[config.mk]
export PLATFORM = sky130hd
export DESIGN_NAME = button_conditioner
export DESIGN_NICKNAME = d
export VERILOG_FILES = /design/src/rtl/button_conditioner.sv
export SDC_FILE = /design/constraint.sdc
export NUM_CORES = 1
export LEC_CHECK = 0
export CORE_MARGIN = 2
export CORE_UTILIZATION = 62
export CTS_CLUSTER_DIAMETER = 80
export CTS_CLUSTER_SIZE = 10
export DETAILED_ROUTE_END_ITERATION = 12
export MAX_ROUTING_LAYER = met4
export PLACE_DENSITY = 0.89
export SLEW_MARGIN = 20
export SYNTH_ARGS = -nofsm -noshare
export SYNTH_HDL_FRONTEND = slang
export SYNTH_SLANG_ARGS = --single-unit
export TNS_END_PERCENT = 20
[constraint.sdc]
create_clock -name clk -period 3 [get_ports clk]
set_clock_uncertainty 0.05 [all_clocks]
set_input_delay 0.9 -clock clk [delete_from_list [all_inputs] [get_ports clk]]
set_output_delay 0.9 -clock clk [all_outputs]
set_load 0.01 [all_outputs]
[src/rtl/button_conditioner.sv]
// button_conditioner
// Turns N_BTN raw, bouncing, asynchronous push-button levels into a clean
// one-hot command pulse (one clock wide) per accepted press.
//   raw -> 2-flop synchronizer -> per-bit debounce -> rise detect -> FSM
// Optional build macro: AUTO_REPEAT_EN -- while the single latched button
// stays held alone, the code is re-emitted every REPEAT_CYCLES cycles.
//
// state        | meaning
// IDLE         | waiting for a debounced rising edge
// EMIT         | btn_code carries the latched one-hot code for this cycle
// WAIT_RELEASE | press held; wait until every debounced level is low
module button_conditioner #(
    parameter int N_BTN           = 4,
    parameter int DEBOUNCE_CYCLES = 1000000,
    parameter int REPEAT_CYCLES   = 50000000
) (
    input  logic             clk,
    input  logic             reset,
    input  logic [N_BTN-1:0] btn_raw,
    output logic [N_BTN-1:0] btn_code,
    output logic [N_BTN-1:0] btn_level,
    output logic             busy
);

    localparam int CNT_W = $clog2(DEBOUNCE_CYCLES + 1);
    localparam logic [CNT_W-1:0] DB_LAST = CNT_W'(DEBOUNCE_CYCLES - 1);

    localparam logic [1:0] IDLE         = 2'd0;
    localparam logic [1:0] EMIT         = 2'd1;
    localparam logic [1:0] WAIT_RELEASE = 2'd2;

    logic [N_BTN-1:0] sync_a;
    logic [N_BTN-1:0] sync_b;
    logic [CNT_W-1:0] db_cnt [N_BTN];
    logic [N_BTN-1:0] level_d;
    logic [N_BTN-1:0] rise;
    logic [N_BTN-1:0] rise_low;
    logic [N_BTN-1:0] latched;
    logic [1:0]       state;

`ifdef AUTO_REPEAT_EN
    localparam int RPT_W = $clog2(REPEAT_CYCLES + 1);
    localparam logic [RPT_W-1:0] RPT_LAST = RPT_W'(REPEAT_CYCLES - 1);
    logic [RPT_W-1:0] rpt_cnt;
`endif

    // Two-flop synchronizer, nothing between the stages.
    always_ff @(posedge clk) begin
        if (reset) begin
            sync_a <= '0;
            sync_b <= '0;
        end else begin
            sync_a <= btn_raw;
            sync_b <= sync_a;
        end
    end

    // Per-bit debounce: a level change is accepted after DEBOUNCE_CYCLES
    // consecutive mismatching edges; any agreement restarts the count.
    always_ff @(posedge clk) begin
        if (reset) begin
            btn_level <= '0;
            for (int i = 0; i < N_BTN; i++) db_cnt[i] <= '0;
        end else begin
            for (int i = 0; i < N_BTN; i++) begin
                if (sync_b[i] == btn_level[i]) begin
                    db_cnt[i] <= '0;
                end else if (db_cnt[i] == DB_LAST) begin
                    btn_level[i] <= sync_b[i];
                    db_cnt[i]    <= '0;
                end else begin
                    db_cnt[i] <= db_cnt[i] + 1'b1;
                end
            end
        end
    end

    // Delayed level for rising-edge detection.
    always_ff @(posedge clk) begin
        if (reset) level_d <= '0;
        else       level_d <= btn_level;
    end

    // Lowest-index rising bit wins when several rise together.
    always_comb begin
        rise     = btn_level & ~level_d;
        rise_low = rise & (~rise + N_BTN'(1));
    end

    assign busy = (state == WAIT_RELEASE);

    // Press sequencer; btn_code is registered and only nonzero in EMIT.
    always_ff @(posedge clk) begin
        if (reset) begin
            state    <= IDLE;
            latched  <= '0;
            btn_code <= '0;
`ifdef AUTO_REPEAT_EN
            rpt_cnt  <= '0;
`endif
        end else begin
            btn_code <= '0;
            case (state)
                IDLE: begin
                    if (|rise) begin
                        latched  <= rise_low;
                        btn_code <= rise_low;
                        state    <= EMIT;
                    end
                end
                EMIT: begin
                    state <= WAIT_RELEASE;
`ifdef AUTO_REPEAT_EN
                    rpt_cnt <= '0;
`endif
                end
                WAIT_RELEASE: begin
                    if (btn_level == '0) begin
                        state <= IDLE;
                    end
`ifdef AUTO_REPEAT_EN
                    // Repeat only while the latched button is held alone;
                    // any extra button freezes and clears the period.
                    else if (btn_level == latched) begin
                        if (rpt_cnt == RPT_LAST) begin
                            rpt_cnt  <= '0;
                            btn_code <= latched;
                            state    <= EMIT;
                        end else begin
                            rpt_cnt <= rpt_cnt + 1'b1;
                        end
                    end else begin
                        rpt_cnt <= '0;
                    end
`endif
                end
                default: state <= IDLE;
            endcase
        end
    end

endmodule
==> results.md, run 1 <==
- The combinational share of power is 0.045.
- The first detailed-routing pass ran for 4 iterations.
- The hold buffer count at cts is 0.
- Of the total power, the share spent switching nets is 0.220.
- The power per unit of standard cell area is 439 nW/um^2.
- The number of fill cells is 598.
- Setup repair after global routing left no endpoint under its margin.
- The count of buffers from port buffering is 14.
- The maximum fanout along the worst path is 4.
- By startpoint and endpoint, the worst setup path is classified as flip-flop to output port.
- The count of cells in the finished layout, fillers not included, comes to 700.
- The post-detailed-route wirelength per cell is 13.6 um.
- The die width is 95.5 um.
- Clock latency on the worst-skew pair, taken at its later pin, is 0.36 ns.
- The post-detailed-route DRC marker count is 0.
- The number of clock sinks is 102.
- The clock tree from TritonCTS is built.
- Grouping stages by cell kind, the critical path spends the most delay in buffers and inverters.
- Counting distinct cell types in the post-synthesis netlist gives 44.
- The number of clock buffers inserted by TritonCTS is 9.
- The number of nets at the end of the flow is 600.
- The headroom to the max-slew limit is 0.637.
- In the layout the commonest cells are edfxtp_1 (80), conb_1 (80), nor2_1 (62), xnor2_1 (35), nand3_1 (30).
- Timing would allow up to 0.398 GHz.
- The warning count from the yosys run is 0.
- The switching power of the nets is 570 uW.
- The first global-routing pass estimated 16.0 mm of wire.
- The initial utilization of the core area, before any placement, comes to 0.635.
- After detailed placement, the design holds a cell count of 684.
- The largest area contributor in the synthesized netlist is edfxtp_1.
- The endpoint kind of the worst setup timing path is an output port.
- The share of the cycle needed by the critical path after routing is 0.837.
- Across all hold checks on the routed design, the worst slack comes to 0.393 ns.
- The number of violations of the max-capacitance limit is 0.
- The flow ran to the end, and the final reports show no timing, DRC or antenna violations.
- The number of buffers and inverters on the critical path is 1.
- Of the total power, registers draw 0.628.
- By area the synthesized netlist is led by edfxtp_1 (46%), dfxtp_1 (8.5%), xnor2_1 (5.9%).
- The standard-cell row count is 33.
- The final weighted congestion in routability-driven placement is 0.835.
- In the routed layout, each cell is associated on average with a via count of 5.52.
- The antenna diode instance count is 0.
- The floorplan step defined a die boundary enclosing 9120 um^2.
- The signal on the critical path passes through nor2b_1 -> clkdlybuf4s50_1.
- The number of buffers inserted by post-CTS setup repair is 0.
- Across every metal layer, demand over resource in global routing totals 0.231.
- The H-tree depth is 3.
- The tree is rooted in a clkbuf_8.
- The area of the core is 8180 um^2.
- In this run the count of I/O pins placed on the die edge is 15.
- For this run, the leading register cell type out of synthesis is edfxtp_1.
- For this run, the register share of the synthesized area comes to 0.548.
- After clock tree synthesis, the clock-pin slew on the worst setup and hold paths is 0.09 ns.
- The area share of the largest cell type after synthesis is 0.463.
- For the finished layout, the period the worst path requires is 2.51 ns.
- The number of slew-limit violations in the final report is 0.
- The ratio of cells with drive above 1 in the final layout is 0.0504.
- For the worst setup path, the data required time is 2.05 ns.
- The number of endpoints failing setup at the final stage is 0.
- The highest ir drop seen on vdd is 340 uV.
- For the pin with the worst max-slew slack, the measured transition is 0.542 ns.
- The number of DRC markers in iteration 0 is 171.
- The cell-internal power is 2.02 mW.
- The power share of the clock group is 0.327.
- The tightest min-delay check is of the flip-flop to flip-flop type.
- The number of cells produced by synthesis is 498.
- In the final timing run, aggregate negative setup slack is 0 ns.
- The count of antenna-violating nets left after detailed routing is 0.
- The data arrival time at the worst-slack endpoint is 1.56 ns.
- From synthesis to final layout, the design area changed by 13.9%.
- Counting flops with an async set or reset pin after synthesis yields a share of 0.
- The routed layout has 3863 vias.
- After synthesis the netlist holds a flip-flop and latch count of 102.
- The largest incremental delay on the critical path is 0.59 ns.
- The number of synthesized flops with an enable pin is 80.
- Entering global routing, the biggest net connects 21 pins.
- The number of global-route vias before repair is 3702.
- After layout, the design draws a total of 2.59 mW.
- The floorplan step set the die height to 95.5 um.
- The cell area after synthesis is 5190 um^2.
- Counting along the longest clock path gives a buffer depth of 2.
- The total grt overflow is 0.
- The slowest stage of the critical path is the clkdlybuf4s50_1 cell.
- The critical path startpoint category is a flip-flop.
- Summed over all layers, the routed wires come to 9.53 mm.
- The total leakage power is 1.98 nW.
- Detailed placement ended at an HPWL of 6.68 mm.
- The hold violation count in the final report was 0.
- Averaged over all synthesized cells, the footprint is 10.4 um^2.
- The number of gates resized after CTS was 0.
- The number of antenna violations at the first check in global routing is 0.
==> power groups by stage <==
stage / clock network, mW / registers (mW) / logic, mW
after floorplan: 0 / 1.64 / 0.0925
after global placement: 0 / 1.65 / 0.108
after detailed placement: 0 / 1.66 / 0.113
after CTS: 0.865 / 1.63 / 0.114
after global routing: 0.912 / 1.64 / 0.136
final: 0.848 / 1.63 / 0.118
==> state kept, by name, summed over array words and instances (netlist names) <==
name / cells
state: 2
btn_level: 4
level_d: 4
db_cnt: 80
btn_code: 4
sync_a: 4
sync_b: 4
==> Yosys cell counts (all sizes together), types with 17 or more instances <==
master   n
edfxtp  80
xor2    17
xnor2   35
o21ai   17
nand3   31
nor2    62
or3     18
dfxtp   22
or4     17
inv     19
nand2   25
a21oi   26
==> worst paths after layout <==
check,from,endpoint,slack (ns),depth (start not counted)
setup / recovery,state[1],busy,0.49,2
hold / removal,sync_a[1],sync_b[1],0.39,1
setup reg to reg,db_cnt[3][6],db_cnt[3][3],0.54,4
hold reg to reg,sync_a[1],sync_b[1],0.39,1
==> layer usage <==
metal | GRT usage | up-vias | part of all wire
met5 | - | - | 0
met2 | 0.378 | 83 | 0.51
met4 | 0.0786 | 0 | 0.018
met3 | 0.0443 | 17 | 0.035
met1 | 0.290 | 1837 | 0.44
li1 | - | 1926 | -
==> cell families after synthesis <==
logic type | after synthesis | share of synthesized area
and+or+nand+nor | 240 | 0.251
AOI/OAI and AO/OA | 62 | 0.0730
other | 1 | 0.000722
muxes | 1 | 0.00193
DFF | 102 | 0.548
xor gates and xnor gates | 52 | 0.0877
adders and majority gates | 4 | 0.00964
buffers and inverters | 36 | 0.0284
==> final cells by class <==
type	instances	area, um^2	share of cell area
Clock buffer	11	141	0.0239
Clock inverter	5	48.8	0.00826
Inverter	19	71.3	0.0121
Sequential cell	102	2840	0.481
Tap cell	105	131	0.0222
Multi-Input combinational cell	439	2500	0.423
Timing Repair Buffer	19	178	0.0301
==> per-stage QoR <==
stage	utilization	setup slack (ns)	instance area (um^2)
global placement	0.700	0.418	5720
global route	0.723	0.384	5910
finish	0.723	0.488	5910
floorplan	-	0.781	5490
detailed placement	0.700	0.412	5720
CTS	0.723	0.479	5910
No activity file was read; power rests on OpenSTA's default activity.
==> inputs of run 2 (changes only) <==
==> constraint.sdc (replaced) <==
create_clock -name clk -period 2.5 [get_ports clk]
set_clock_uncertainty 0.05 [all_clocks]
set_input_delay 0.75 -clock clk [delete_from_list [all_inputs] [get_ports clk]]
set_output_delay 0.75 -clock clk [all_outputs]
set_load 0.01 [all_outputs]
==> run 2 against run 1 <==
  * Global-route usage is 1.2 points higher
  * Utilization is 0.72 points higher
  * Total power is 25% higher
  * Critical endpoint is now db_cnt[1][13]
  * Sequential power is 20% higher
  * Largest cell class unchanged
  * Combinational power is 25% higher
  * Clock power is 36% higher
  * Register-to-register slack worse by 0.44 ns
==> results.md, run 2 (same netlist as run 1, synthesis figures left out) <==
- The final design instance area without fill is 5970 um^2 (was 5910 um^2).
- The final weighted congestion in routability-driven placement came to 0.855 (was 0.835).
- The number of cells traversed by the worst register-to-register path was 5 (was 4).
- The total grt overflow came to 0 (unchanged).
- The total power is 3.25 mW (was 2.59 mW).
- The number of antenna violations at the first check in global routing is 0 (unchanged).
- The area of the core is 8180 um^2 (unchanged).
- The data arrival time at the worst-slack endpoint is 2.48 ns (was 1.56 ns).
- The count of buffers from port buffering is 14 (unchanged).
- The ratio of cells with drive above 1 in the final layout is 0.0520 (was 0.0504).
- The clock edge transition at the registers on the reported setup and hold paths is 0.09 ns (about the same).
- The number of nets at the end of the flow is 601 (was 600).
- The highest ir drop seen on vdd came to 334 uV (was 340 uV).
- The number of clock sinks was 102 (unchanged).
- The critical path startpoint category is a flip-flop (unchanged).
- The number of fill cells is 585 (was 598).
- The endpoint kind of the worst setup timing path is a flip-flop (was output port).
- The maximum buffer depth of the clock tree is 2 (unchanged).
- The achievable clock frequency is 0.416 GHz.
- The HPWL after detailed placement came to 6.88 mm (was 6.68 mm).
- Commonest cells after routing, fill and taps aside: edfxtp_1 (80), conb_1 (80), nor2_1 (62), xnor2_1 (35), nand3_1 (30) (unchanged).
- The area occupied by multi-input gates is 2500 um^2 (about the same).
- The number of endpoints failing setup at the final stage is 0 (unchanged).
- The flip-flop count of the largest register, all copies and words added is 80 (unchanged).
- The clock tree from TritonCTS is built (unchanged).
- The pin slew with the least headroom to its limit was 0.521 ns (was 0.542 ns).
- The number of buffers inserted by post-CTS setup repair came to 0 (unchanged).
- The cell-internal power came to 2.53 mW (was 2.02 mW).
- The end-of-flow core utilization is 0.730 (was 0.723).
- The post-detailed-route wirelength per cell came to 14.1 um (was 13.6 um).
- The critical setup path kind is flip-flop to flip-flop (was flip-flop to output port).
- The combinational share of power is 0.046 (was 0.045).
- The latest clock arrival within the worst-skew pair came to 0.37 ns (was 0.36 ns).
- The routed length on met3 came to 321 um (was 331 um).
- The total leakage power is 2.00 nW (was 1.98 nW).
- The clock period could shrink to 2.40 ns.
- The number of gates resized after cts was 0 (unchanged).
- The sum of met2 wire segment lengths after detailed routing is 5.15 mm (was 4.86 mm).
- The pin count of the biggest net entering global routing is 27 (was 21).
- The top metal layer carrying routed signals was met4 (unchanged).
- The post-detailed-route DRC marker count is 0 (unchanged).
- The die width is 95.5 um (unchanged).
- The overall die area came to 9120 um^2 (unchanged).
- The headroom to the max-slew limit is 0.650 (was 0.637).
- The worst hold path stage count is 1 (unchanged).
- The first-pass GRT wire length is 16.8 mm (was 16.0 mm).
- The overall global routing resource usage is 0.242 (was 0.231).
- The count of pins on the block boundary is 15 (unchanged).
- The number of DRC markers in iteration 0 came to 186 (was 171).
- The final cell count without fillers came to 701 (was 700).
- The clock root buffer is clkbuf_8 (unchanged).
- The maximum fanout along the worst path is 20 (was 4).
- The total routed wirelength came to 9.87 mm (was 9.53 mm).
- The number of violations of the max-capacitance limit is 0 (unchanged).
- The worst hold margin came to 0.393 ns (about the same).
- Setup repair after global routing missed its margin: false (unchanged).
- The switching power of the nets is 712 uW (was 570 uW).
- The cell count after placement is 685 (was 684).
- The power per unit of standard cell area is 544 nW/um^2 (was 439 nW/um^2).
- The switching share of power came to 0.219 (was 0.220).
- The share of the cycle needed by the critical path after routing is 0.962.
- The path type of the worst min-delay path is flip-flop to flip-flop (unchanged).
- The count of vias placed by the detailed router is 3897 (was 3863).
- The cell area after placement is 5750 um^2 (was 5720 um^2).
- The worst slack at placement is 0.116 ns (was 0.412 ns).
- The number of global-route vias before repair is 3792 (was 3702).
- The detail-routed via count per cell was 5.56 (was 5.52).
- The sequential cell area is 2840 um^2 (unchanged).
- The count of antenna-violating nets left after detailed routing came to 0 (unchanged).
- The initial core utilization is 0.635 (unchanged).
- The H-tree depth is 3 (unchanged).
- The register with the most flip-flops was db_cnt (unchanged).
- The height of the die was 95.5 um (unchanged).
- Outcome: complete, no violations (unchanged).
- The hold violation count in the final report is 0 (unchanged).
- The wire length on met1 is 4.21 mm (was 4.17 mm).
- The final critical-path setup slack is 0.0951 ns (was 0.488 ns).
- The sequential power share is 0.602 (was 0.628).
- The number of slew-limit violations in the final report is 0 (unchanged).
- The area growth from synthesis to final layout is 15.0% (was 13.9%).
- The setup TNS after final layout was 0 ns (unchanged).
- The hold buffer count at cts was 0 (unchanged).
- The standard-cell row count is 33 (unchanged).
- The antenna diode instance count is 0 (unchanged).
- The power share of the clock group came to 0.353 (was 0.327).
- The number of clock buffers inserted by TritonCTS was 9 (unchanged).
- The required time at the worst-slack endpoint was 2.57 ns (was 2.05 ns).
- The number of iterations in the first detailed-routing pass is 5 (was 4).
## run 2: cell types whose count changed in the layout (fill, tap and decap cells not counted), sizes merged
cell and change:
buf +1, bufinv +1, clkinv -1
## run 2: power groups by stage
stage	clock [mW]	sequential, mW	combinational (mW)
6_report	1.15	1.95	0.148
3_5_place_dp	0	1.99	0.141
3_3_place_gp	0	1.98	0.136
4_1_cts	1.15	1.95	0.143
2_1_floorplan	0	1.97	0.111
5_1_grt	1.21	1.96	0.168
## run 2: layout make-up
type | count | area share
Inverter | 19 | 0.0119
Timing Repair Buffer | 20 | 0.0352
Clock inverter | 5 | 0.0122
Tap cell | 105 | 0.0220
Multi-Input combinational cell | 439 | 0.419
Sequential cell | 102 | 0.476
Clock buffer | 11 | 0.0237
## run 2: critical path, cell delays in order, from the launching register on
cell	delay, ns
edfxtp_1	0.46
or4b_1	0.56
or4_1	0.60
o21ai_1	0.15
buf_4	0.25
nor2_1	0.09
## run 2: path summary, 6_finish.rpt
kind / slack [ns] / startpoint / to
max: 0.1 / db_cnt[1][6] / db_cnt[1][13]
max reg2reg: 0.1 / db_cnt[1][6] / db_cnt[1][13]
min reg2reg: 0.39 / sync_a[0] / sync_b[0]
min: 0.39 / sync_a[0] / sync_b[0]
## run 2: metal layers
metal,global-route usage,vias to the layer above
met5,-,-
met4,0.113,0
met3,0.0356,15
met2,0.411,81
met1,0.286,1870
li1,-,1931
==> inputs of run 3 (changes only) <==
--- a/config.mk
+++ b/config.mk
@@ -12,6 +12,7 @@
 export DETAILED_ROUTE_END_ITERATION = 12
 export MAX_ROUTING_LAYER = met4
 export PLACE_DENSITY = 0.89
+export SKIP_LAST_GASP = 1
 export SLEW_MARGIN = 20
 export SYNTH_ARGS = -nofsm -noshare
 export SYNTH_HDL_FRONTEND = slang
==> results of run 3 <==
No change in the layout: final DEF, timing and power equal those of run 2.
